$ cat src/rtl/led_pkg.sv
// Shared mode and direction encodings for the LED pattern engine.
package led_pkg;

   typedef enum logic [2:0] {
      MODE_OFF     = 3'd0,
      MODE_STATIC  = 3'd1,
      MODE_BLINK   = 3'd2,
      MODE_RUN     = 3'd3,
      MODE_BREATHE = 3'd4
   } mode_e;

   localparam logic DIR_LEFT  = 1'b0;
   localparam logic DIR_RIGHT = 1'b1;

endpackage

$ cat src/rtl/led_prescaler.sv
// Base-tick generator: a registered one-clk pulse every TICK_DIV clocks.
module led_prescaler #(
   parameter int TICK_DIV = 50000
) (
   input  logic clk,
   input  logic rst,
   output logic tick
);

   localparam int CW = (TICK_DIV > 1) ? $clog2(TICK_DIV) : 1;
   localparam logic [CW-1:0] LAST = CW'(TICK_DIV - 1);

   logic [CW-1:0] cnt;

   // NOTE: sequential state uses non-blocking assignments so every register samples pre-edge values.
   always_ff @(posedge clk) begin
      if (rst) begin
         cnt  <= '0;
         tick <= 1'b0;
      end else begin
         cnt  <= (cnt == LAST) ? '0 : cnt + CW'(1);
         tick <= (cnt == LAST);
      end
   end

endmodule

$ cat src/rtl/led_pattern_ctrl.sv
// Multi-channel LED pattern engine: off/static/blink/run/breathe, configured
// through a valid/ready port whose request is committed on the next base tick.
module led_pattern_ctrl
   import led_pkg::*;
#(
   parameter int LED_NUM  = 4,
   parameter int TICK_DIV = 50000,
   parameter int PERIOD_W = 16,
   parameter int PWM_W    = 8
) (
   input  logic                clk,
   input  logic                rst,
   input  logic                cfg_valid,
   output logic                cfg_ready,
   input  logic [2:0]          cfg_mode,
   input  logic                cfg_dir,
   input  logic [LED_NUM-1:0]  cfg_pattern,
   input  logic [PERIOD_W-1:0] cfg_period,
   output logic [LED_NUM-1:0]  led,
   output logic                tick,
   output logic                step
);

   localparam logic [PWM_W-1:0] DUTY_MAX = '1;

   led_prescaler #(.TICK_DIV(TICK_DIV)) u_prescaler (
      .clk  (clk),
      .rst  (rst),
      .tick (tick)
   );

   mode_e               sh_mode,    act_mode;
   logic                sh_dir,     act_dir;
   logic [LED_NUM-1:0]  sh_pattern, act_pattern;
   logic [PERIOD_W-1:0] sh_period,  act_period;
   logic                pending;
   logic [PERIOD_W-1:0] step_cnt;
   logic                phase;
   logic [LED_NUM-1:0]  work;
   logic [PWM_W-1:0]    pwm_cnt;
   logic [PWM_W-1:0]    duty;
   logic                duty_up;

   logic                accept, commit, step_hit;
   logic [PERIOD_W-1:0] last_idx;
   logic [LED_NUM-1:0]  work_rot, led_next;

   assign cfg_ready = ~pending;
   assign accept    = cfg_valid & cfg_ready;
   // Only a shadow captured before this tick can commit; pending excludes same-cycle captures.
   assign commit    = tick & pending;
   assign last_idx  = (act_period == '0) ? '0 : act_period - PERIOD_W'(1);
   assign step_hit  = tick & ~commit & (step_cnt >= last_idx);

   // NOTE: every combinational output gets a default first so no latch is inferred.
   always_comb begin
      work_rot = (work << 1) | (work >> (LED_NUM - 1));
      if (act_dir == DIR_RIGHT)
         work_rot = (work >> 1) | (work << (LED_NUM - 1));

      led_next = '0;
      case (act_mode)
         MODE_STATIC:  led_next = act_pattern;
         MODE_BLINK:   led_next = phase ? act_pattern : '0;
         MODE_RUN:     led_next = work;
         MODE_BREATHE: led_next = (pwm_cnt < duty) ? act_pattern : '0;
         default:      led_next = '0;
      endcase
   end

   always_ff @(posedge clk) begin
      if (rst) begin
         sh_mode     <= MODE_OFF;
         sh_dir      <= DIR_LEFT;
         sh_pattern  <= '0;
         sh_period   <= PERIOD_W'(1);
         act_mode    <= MODE_OFF;
         act_dir     <= DIR_LEFT;
         act_pattern <= '0;
         act_period  <= PERIOD_W'(1);
         pending     <= 1'b0;
         step_cnt    <= '0;
         step        <= 1'b0;
         phase       <= 1'b1;
         work        <= '0;
         pwm_cnt     <= '0;
         duty        <= '0;
         duty_up     <= 1'b1;
         led         <= '0;
      end else begin
         pwm_cnt <= pwm_cnt + PWM_W'(1);
         step    <= step_hit;
         led     <= led_next;

         if (accept) begin
            sh_mode    <= (cfg_mode > MODE_BREATHE) ? MODE_OFF : mode_e'(cfg_mode);
            sh_dir     <= cfg_dir;
            sh_pattern <= cfg_pattern;
            sh_period  <= cfg_period;
            pending    <= 1'b1;
         end

         if (commit) begin
            act_mode    <= sh_mode;
            act_dir     <= sh_dir;
            act_pattern <= sh_pattern;
            act_period  <= sh_period;
            pending     <= 1'b0;
            step_cnt    <= '0;
            phase       <= 1'b1;
            work        <= sh_pattern;
            duty        <= '0;
            duty_up     <= 1'b1;
         end else if (step_hit) begin
            step_cnt <= '0;
            phase    <= ~phase;
            work     <= work_rot;
            // Duty bounces between the ends rather than wrapping.
            if (duty_up) begin
               if (duty == DUTY_MAX) begin
                  duty    <= duty - PWM_W'(1);
                  duty_up <= 1'b0;
               end else begin
                  duty <= duty + PWM_W'(1);
               end
            end else if (duty == '0) begin
               duty    <= duty + PWM_W'(1);
               duty_up <= 1'b1;
            end else begin
               duty <= duty - PWM_W'(1);
            end
         end else if (tick) begin
            step_cnt <= step_cnt + PERIOD_W'(1);
         end
      end
   end

endmodule
$ cat config.mk
export PLATFORM = sky130hd
export DESIGN_NAME = led_pattern_ctrl
export DESIGN_NICKNAME = d
export VERILOG_FILES = /design/src/rtl/led_pkg.sv /design/src/rtl/led_prescaler.sv /design/src/rtl/led_pattern_ctrl.sv
export SDC_FILE = /design/constraint.sdc
export NUM_CORES = 1
export LEC_CHECK = 0
export BUFFER_PORTS_ARGS = -buffer_cell sky130_fd_sc_hd__buf_4
export CORE_MARGIN = 2
export CORE_UTILIZATION = 35
export CTS_CLUSTER_SIZE = 14
export DETAILED_ROUTE_END_ITERATION = 6
export PLACE_DENSITY = 0.57
export SYNTH_ARGS = -nofsm -noshare
export SYNTH_HDL_FRONTEND = slang
export SYNTH_SLANG_ARGS = --single-unit
export TNS_END_PERCENT = 20
$ cat constraint.sdc
create_clock -name clk -period 6.7 [get_ports clk]
set_input_delay 0.335 -clock clk [delete_from_list [all_inputs] [get_ports clk]]
set_output_delay 0.335 -clock clk [all_outputs]
set_load 0.01 [all_outputs]
### Word-level counts from Yosys, hierarchy flattened

Cells that the tools add are included.

| storage, ports and cells | value |
|---|---|
| bits in registers | 109 |
| logic and storage cells | 63 |

| cells by class | value |
|---|---|
| mux-type cells | 14 |
| eq/ne operators | 6 |
| magnitude comparators | 3 |
| reductions and logical operators | 6 |
| bitwise operators | 9 |
| add/sub/neg operators | 6 |

Operators by type and width:

| operator | count |
|---|---|
| adder 16 x 1 -> 16 bit (second input constant) | 2 |
| two-way mux 8 bit | 3 |
| two-way mux 4 bit | 5 |
| adder 8 x 1 -> 8 bit (second input constant) | 2 |
| equality test 16 bit (second input constant) | 1 |
| >= comparator 16 bit | 1 |
| zero test 16 bit | 1 |
| two-way mux 16 bit | 1 |
| one-hot mux 4 bit (4 select lines) | 1 |
| subtractor 16 x 1 -> 16 bit (second input constant) | 1 |
| equality test 8 bit (second input constant) | 1 |
| zero test 8 bit | 1 |
| < comparator 8 bit | 1 |
| subtractor 8 x 1 -> 8 bit (second input constant) | 1 |
| equality test 3 x 2 -> 1 bit (second input constant) | 2 |
| bitwise AND 1 bit | 4 |
| bitwise OR 3 x 4 -> 4 bit | 1 |
| bitwise OR 4 x 1 -> 4 bit | 1 |
| OR reduction 2 bit | 2 |
| equality test 3 x 1 -> 1 bit (second input constant) | 1 |
| equality test 3 bit (second input constant) | 1 |
| > comparator 3 bit (second input constant) | 1 |
| two-way mux 1 bit | 3 |
| two-way mux 3 bit | 1 |
| other kinds (3) | 5 |

### Longest topological paths before layout

| depth | value |
|---|---|
| word-level depth | 6 |
| mapped depth | 16 |
| gate-level depth less buffers | 13 |

### By module

A second synthesis with hierarchy kept.

| unflattened totals | value |
|---|---|
| cells, all modules | 654 |
| area, all modules | 5,550.3 um^2 |

By module, submodules not included:

| module | cells each | instances | area each (um^2) | seq. area each (um^2) |
|---|---|---|---|---|
| led_pattern_ctrl | 572 | 1 | 4,762.1 | 1,841.8 |
| led_prescaler | 82 | 1 | 788.3 | 340.3 |

### Worst setup path after synthesis

Ideal clock, no wire load.

| path | value |
|---|---|
| kind | register to register |
| start point | register act_period[2] |
| end point | register step_cnt[13] |
| cell stages (with the launch flop) | 17 |
| setup slack | 3.247 ns |
| period minus slack after synthesis | 3.453 ns |
| required time | 6.585 ns |
| data arrival time | 3.339 ns |
| cells stage by stage | dfxtp_1 or4_4 nor3_1 nand3_1 nor3_1 xor2_1 nand2_1 ha_1 nand4_1 or3_1 o32ai_1 o311a_1 buf_6 nand2b_4 buf_6 buf_6 nor2_1 |

| between the ends | value |
|---|---|
| longest elaborated chain between the ends | 5 |
| elaborated cells between the ends (all ways) | 6 |
| those cells by class | add/sub (1); order compare (1); mux (1); bitwise (1); reduce/logical (2) |

RTL lines:

| element | RTL line | source |
|---|---|---|
| start: declaration | led_pattern_ctrl.sv:35 | `logic [PERIOD_W-1:0] sh_period, act_period;` |
| start signal: assignment | led_pattern_ctrl.sv:107 | `act_period <= sh_period;` |
| subtractor 16 x 1 -> 16 bit / zero test 16 bit (equally long branches) | led_pattern_ctrl.sv:52 | `assign last_idx = (act_period == '0) ? '0 : act_period - PERIOD_W'(1);` |
| two-way mux 16 bit * | led_pattern_ctrl.sv:52 |  |
| >= comparator 16 bit * | led_pattern_ctrl.sv:53 | `assign step_hit = tick & ~commit & (step_cnt >= last_idx);` |
| bitwise AND 1 bit * | led_pattern_ctrl.sv:53 |  |
| OR reduction 3 bit (no line) * | - |  |
| end signal: assignment | led_pattern_ctrl.sv:133 | `step_cnt <= step_cnt + PERIOD_W'(1);` |
| end: declaration | led_pattern_ctrl.sv:37 | `logic [PERIOD_W-1:0] step_cnt;` |

Mark *: on every way between the ends. The rest lies on a longest branch, timed or not.
A chain may end at the register's enable or synchronous reset.

### Worst setup path after layout

| path | value |
|---|---|
| start point | register act_period[2] |
| end point | register step_cnt[14] |

The elaborated chain is that of the path after synthesis.

==> results.md <==
- Outcome: finished clean
- Vias per inst: 5.14
- CP bufs+invs: 0
- Max FO, Critical Path: 26
- TritonCTS clock tree: yes
- Layout area overhead: 12.0%
- CP Launch Type: flip-flop
- Final Hold Violating Endpoints: 0
- Slowest stage delay, CP: 0.84 ns
- Critical path's slowest cell: o311a_1
- Hold path depth: 3
- PortBufs: 33
- Fraction of layout cells with a size suffix above 1: 9.38%
- Clock sinks: 109
- DIE AREA: 16300 um2
- Grt total ovfl: 0
- Peak supply drop: 0.102 mV
- Multi-input combinational cell area: 2980 um2
- Setup bufs post-CTS: 0
- Hold buffers post-CTS: 0
- Layout Cells excl Fill: 849
- Die height: 128 um
- Nets: 715
- Clock root buffer master: clkbuf_16
- Crit-path cells: or4_4, nor3_1, nand3_1, nor3_1, xor2_1, nand2_1, ha_1, nand4_1, or3_1, o32ai_1, o311a_1, nand2b_4, nor2_1
- Sequential element share of the synthesized area: 40.8%
- Max Slew Vio Count: 0
- Post-synth EDFFs: 0
- Starting Density: 35.5%
- Syn Nets: 695
- Min-Delay Path Class: in -> reg
- Slew @ Worst Pin: 0.987 ns
- DRT Wirelength: 11400 um
- Vias in the first global route: 4177
- Routed vias: 4365
- Slew margin rel.: 34.2%
- Final setup fails: 0
- Hpwl dp: 8290 um
- Reg2reg start: act_period[2]$_SDFFE_PP0P_
- Setup TNS: 0 ns
- Post-Syn Area per Cell: 8.40 um2
- Final Skew: 0.00494 ns
- Total chip power: 1.25 mW
- Yosys warns: 0
- Final period util: 66.3%
- Pleak: 2.31 nW
- Most common flop cell mapped by yosys: dfxtp_1
- Reg clk slew, reported paths: 0.07 ns
- Tmin final: 4.44 ns
- Cells after Synth: 637
- Worst-skew pair later-pin latency: 0.35 ns
- Diode count: 0
- Routability congestion estimate: 0.878
- Final WS setup: 2.26 ns
- Register Area: 2180 um2
- Cell Pwr Density: 208 nW/um2
- Die extent in x: 128 um
- Synthesized cell area: 5350 um2
- Req. time, crit path: 6.93 ns
- Pin count of the biggest net entering global routing: 71
- Fmax: 225 MHz
- Hold slack: 0.211 ns
- Antenna violations before repair: 0
- Worst R2R End: step_cnt[14]$_SDFFE_PP0P_
- Wire length per cell: 13.4 um
- Kind of critical path: reg -> reg
- Crit. End Element: flip-flop
- Antenna Violating Nets Remaining: 0
- Remaining DRCs: 0
- Global Route Usage Sum: 14.5%
- Core area: 15100 um2
- Top delay family on crit path: simple AND/OR/NAND/NOR gates
- RSZ-0062 raised after global routing: false
- Htree depth: 3
- First-pass GRT wire length: 19300 um
- Inst Count DP: 834
- Num ports: 34
- Max-cap check violation count: 0
- CTS resizes: 0
- Worst path most repeated cell: nor3_1
- Starting DRC count in detailed routing: 213
- Post-place setup slack: 2.29 ns
- Fill count: 1506
- Inserted Clock Buffers: 9
- FP Rows: 45
- Ys async rst share: 0%
- #FFs+latches synth: 109
- Drt pass-1 iters: 4
- Worst EP arrival: 4.68 ns
- Reg-to-reg slack, setup: 2.26 ns
- Longest Clk Path Bufs: 2
- Yosys cell types: 53
- Hold_sp: cfg_period[0]
- Reg2Reg Depth: 13
- Hold EP: sh_period[0]$_SDFFE_PP1P_
## cell type report
cell class	instances	share of cell area [%]
timing repair buffer	34	4.26
multi-input combinational	485	49.6
inverter	18	1.13
tap	188	3.92
clock buffer	12	3.94
clock inverter	3	0.772
sequential	109	36.4
## Yosys cell counts (2+ instances only)
master      n  area share (%)
nand2_1   129             9.0
dfxtp_1   109              41
a21oi_1    64             6.0
nor2_1     57             4.0
ha_1       31             7.2
xor2_1     30             4.9
nand3_1    23             2.2
xnor2_1    21             3.4
clkbuf_1   19             1.3
and3_1     16             1.9
inv_1      16             1.1
nand4_1    12             1.4
nand3b_1   10             1.4
mux2i_1     8             1.5
nand2b_1    6            0.70
nor3_1      6            0.56
or3_1       6            0.70
a21o_1      5            0.70
mux2_2      5             1.1
o21ai_0     5            0.47
a31oi_1     4            0.47
buf_6       4            0.84
nor2b_1     4            0.47
nor4_1      4            0.47
o31ai_1     4            0.56
and2_1      3            0.35
o21a_1      3            0.42
a211oi_1    2            0.28
and4_1      2            0.33
nand2b_4    2            0.51
nor3b_1     2            0.28
nor4bb_1    2            0.37
o22a_1      2            0.33
or2_2       2            0.23
## cells by family (layout without fill, tap and decap cells)
group / after synthesis / in the layout / share of synthesized area [%]
adder cells (fa/ha/maj): 31 / 31 / 7.24
buffers and inverters: 43 / 67 / 3.67
multiplexers: 13 / 13 / 2.55
AO/OA/AOI/OAI: 99 / 99 / 11.5
flip-flops: 109 / 109 / 40.8
XOR/XNOR: 51 / 51 / 8.34
AND/OR/NAND/NOR: 291 / 291 / 26.0
## sequential cells by signal, indices dropped and copies added (netlist names)
register and count:
act_period 16, sh_period 16, step_cnt 16, u_prescaler.cnt 16, duty 8, pwm_cnt 8, act_pattern 4, led 4
sh_pattern 4, work 4, act_mode 3, sh_mode 3, act_dir 1, duty_up 1, pending 1, phase 1
sh_dir 1, step 1, u_prescaler.tick 1
## how the worst max path moves through the flow
stage                     slack (ns)                       start                   endpoint  cells after the start
after global placement          2.44  act_period[2]$_SDFFE_PP0P_  step_cnt[14]$_SDFFE_PP0P_                     13
after detailed placement        2.29  act_period[2]$_SDFFE_PP0P_  step_cnt[14]$_SDFFE_PP0P_                     13
after CTS                       2.28  act_period[2]$_SDFFE_PP0P_   step_cnt[0]$_SDFFE_PP0P_                     13
final                           2.26  act_period[2]$_SDFFE_PP0P_  step_cnt[14]$_SDFFE_PP0P_                     13
after floorplan                 3.25  act_period[2]$_SDFFE_PP0P_  step_cnt[13]$_SDFFE_PP0P_                     16
after global routing            1.88  act_period[2]$_SDFFE_PP0P_  step_cnt[10]$_SDFFE_PP0P_                     13
## layout by cell type, fill, tap and decap left out, types with 8 or more instances in the layout
| master | n |
|---|---|
| nor2_1 | 57 |
| nand3_1 | 23 |
| dfxtp_1 | 109 |
| xnor2_1 | 21 |
| inv_1 | 16 |
| buf_4 | 34 |
| a21oi_1 | 64 |
| mux2i_1 | 8 |
| and3_1 | 16 |
| nand2_1 | 129 |
| nand3b_1 | 10 |
| nand4_1 | 12 |
| ha_1 | 31 |
| clkbuf_16 | 9 |
| xor2_1 | 30 |
## stage by stage
| step | util, % | instance area (um2) |
|---|---|---|
| 3_3_place_gp | 37.9 | 5720 |
| 6_report | 39.8 | 6000 |
| 2_1_floorplan | - | 5350 |
| 5_1_grt | 39.8 | 6000 |
| 4_1_cts | 39.8 | 6000 |
| 3_5_place_dp | 37.9 | 5720 |
## tightest hold or removal path, delay by kind of cell
kind                   cells  cell delay, ns
buffers and inverters      1            0.08
and+or+nand+nor            2            0.11
## power by group
group / switching (mW) / internal (mW) / total (mW)
sequential: 0.00768 / 0.659 / 0.667
combinational: 0.0296 / 0.0220 / 0.0516
clock: 0.239 / 0.290 / 0.529
## metal layers
layer / share of wire (%) / track usage [%] / wire [um]
met1: 48 / 18.1 / 5420
met2: 48 / 24.9 / 5440
met3: 2.3 / 2.17 / 263
met4: 2.1 / 6.21 / 233
met5: 0 / 0 / 0
Power figures use the tool's default switching activity.
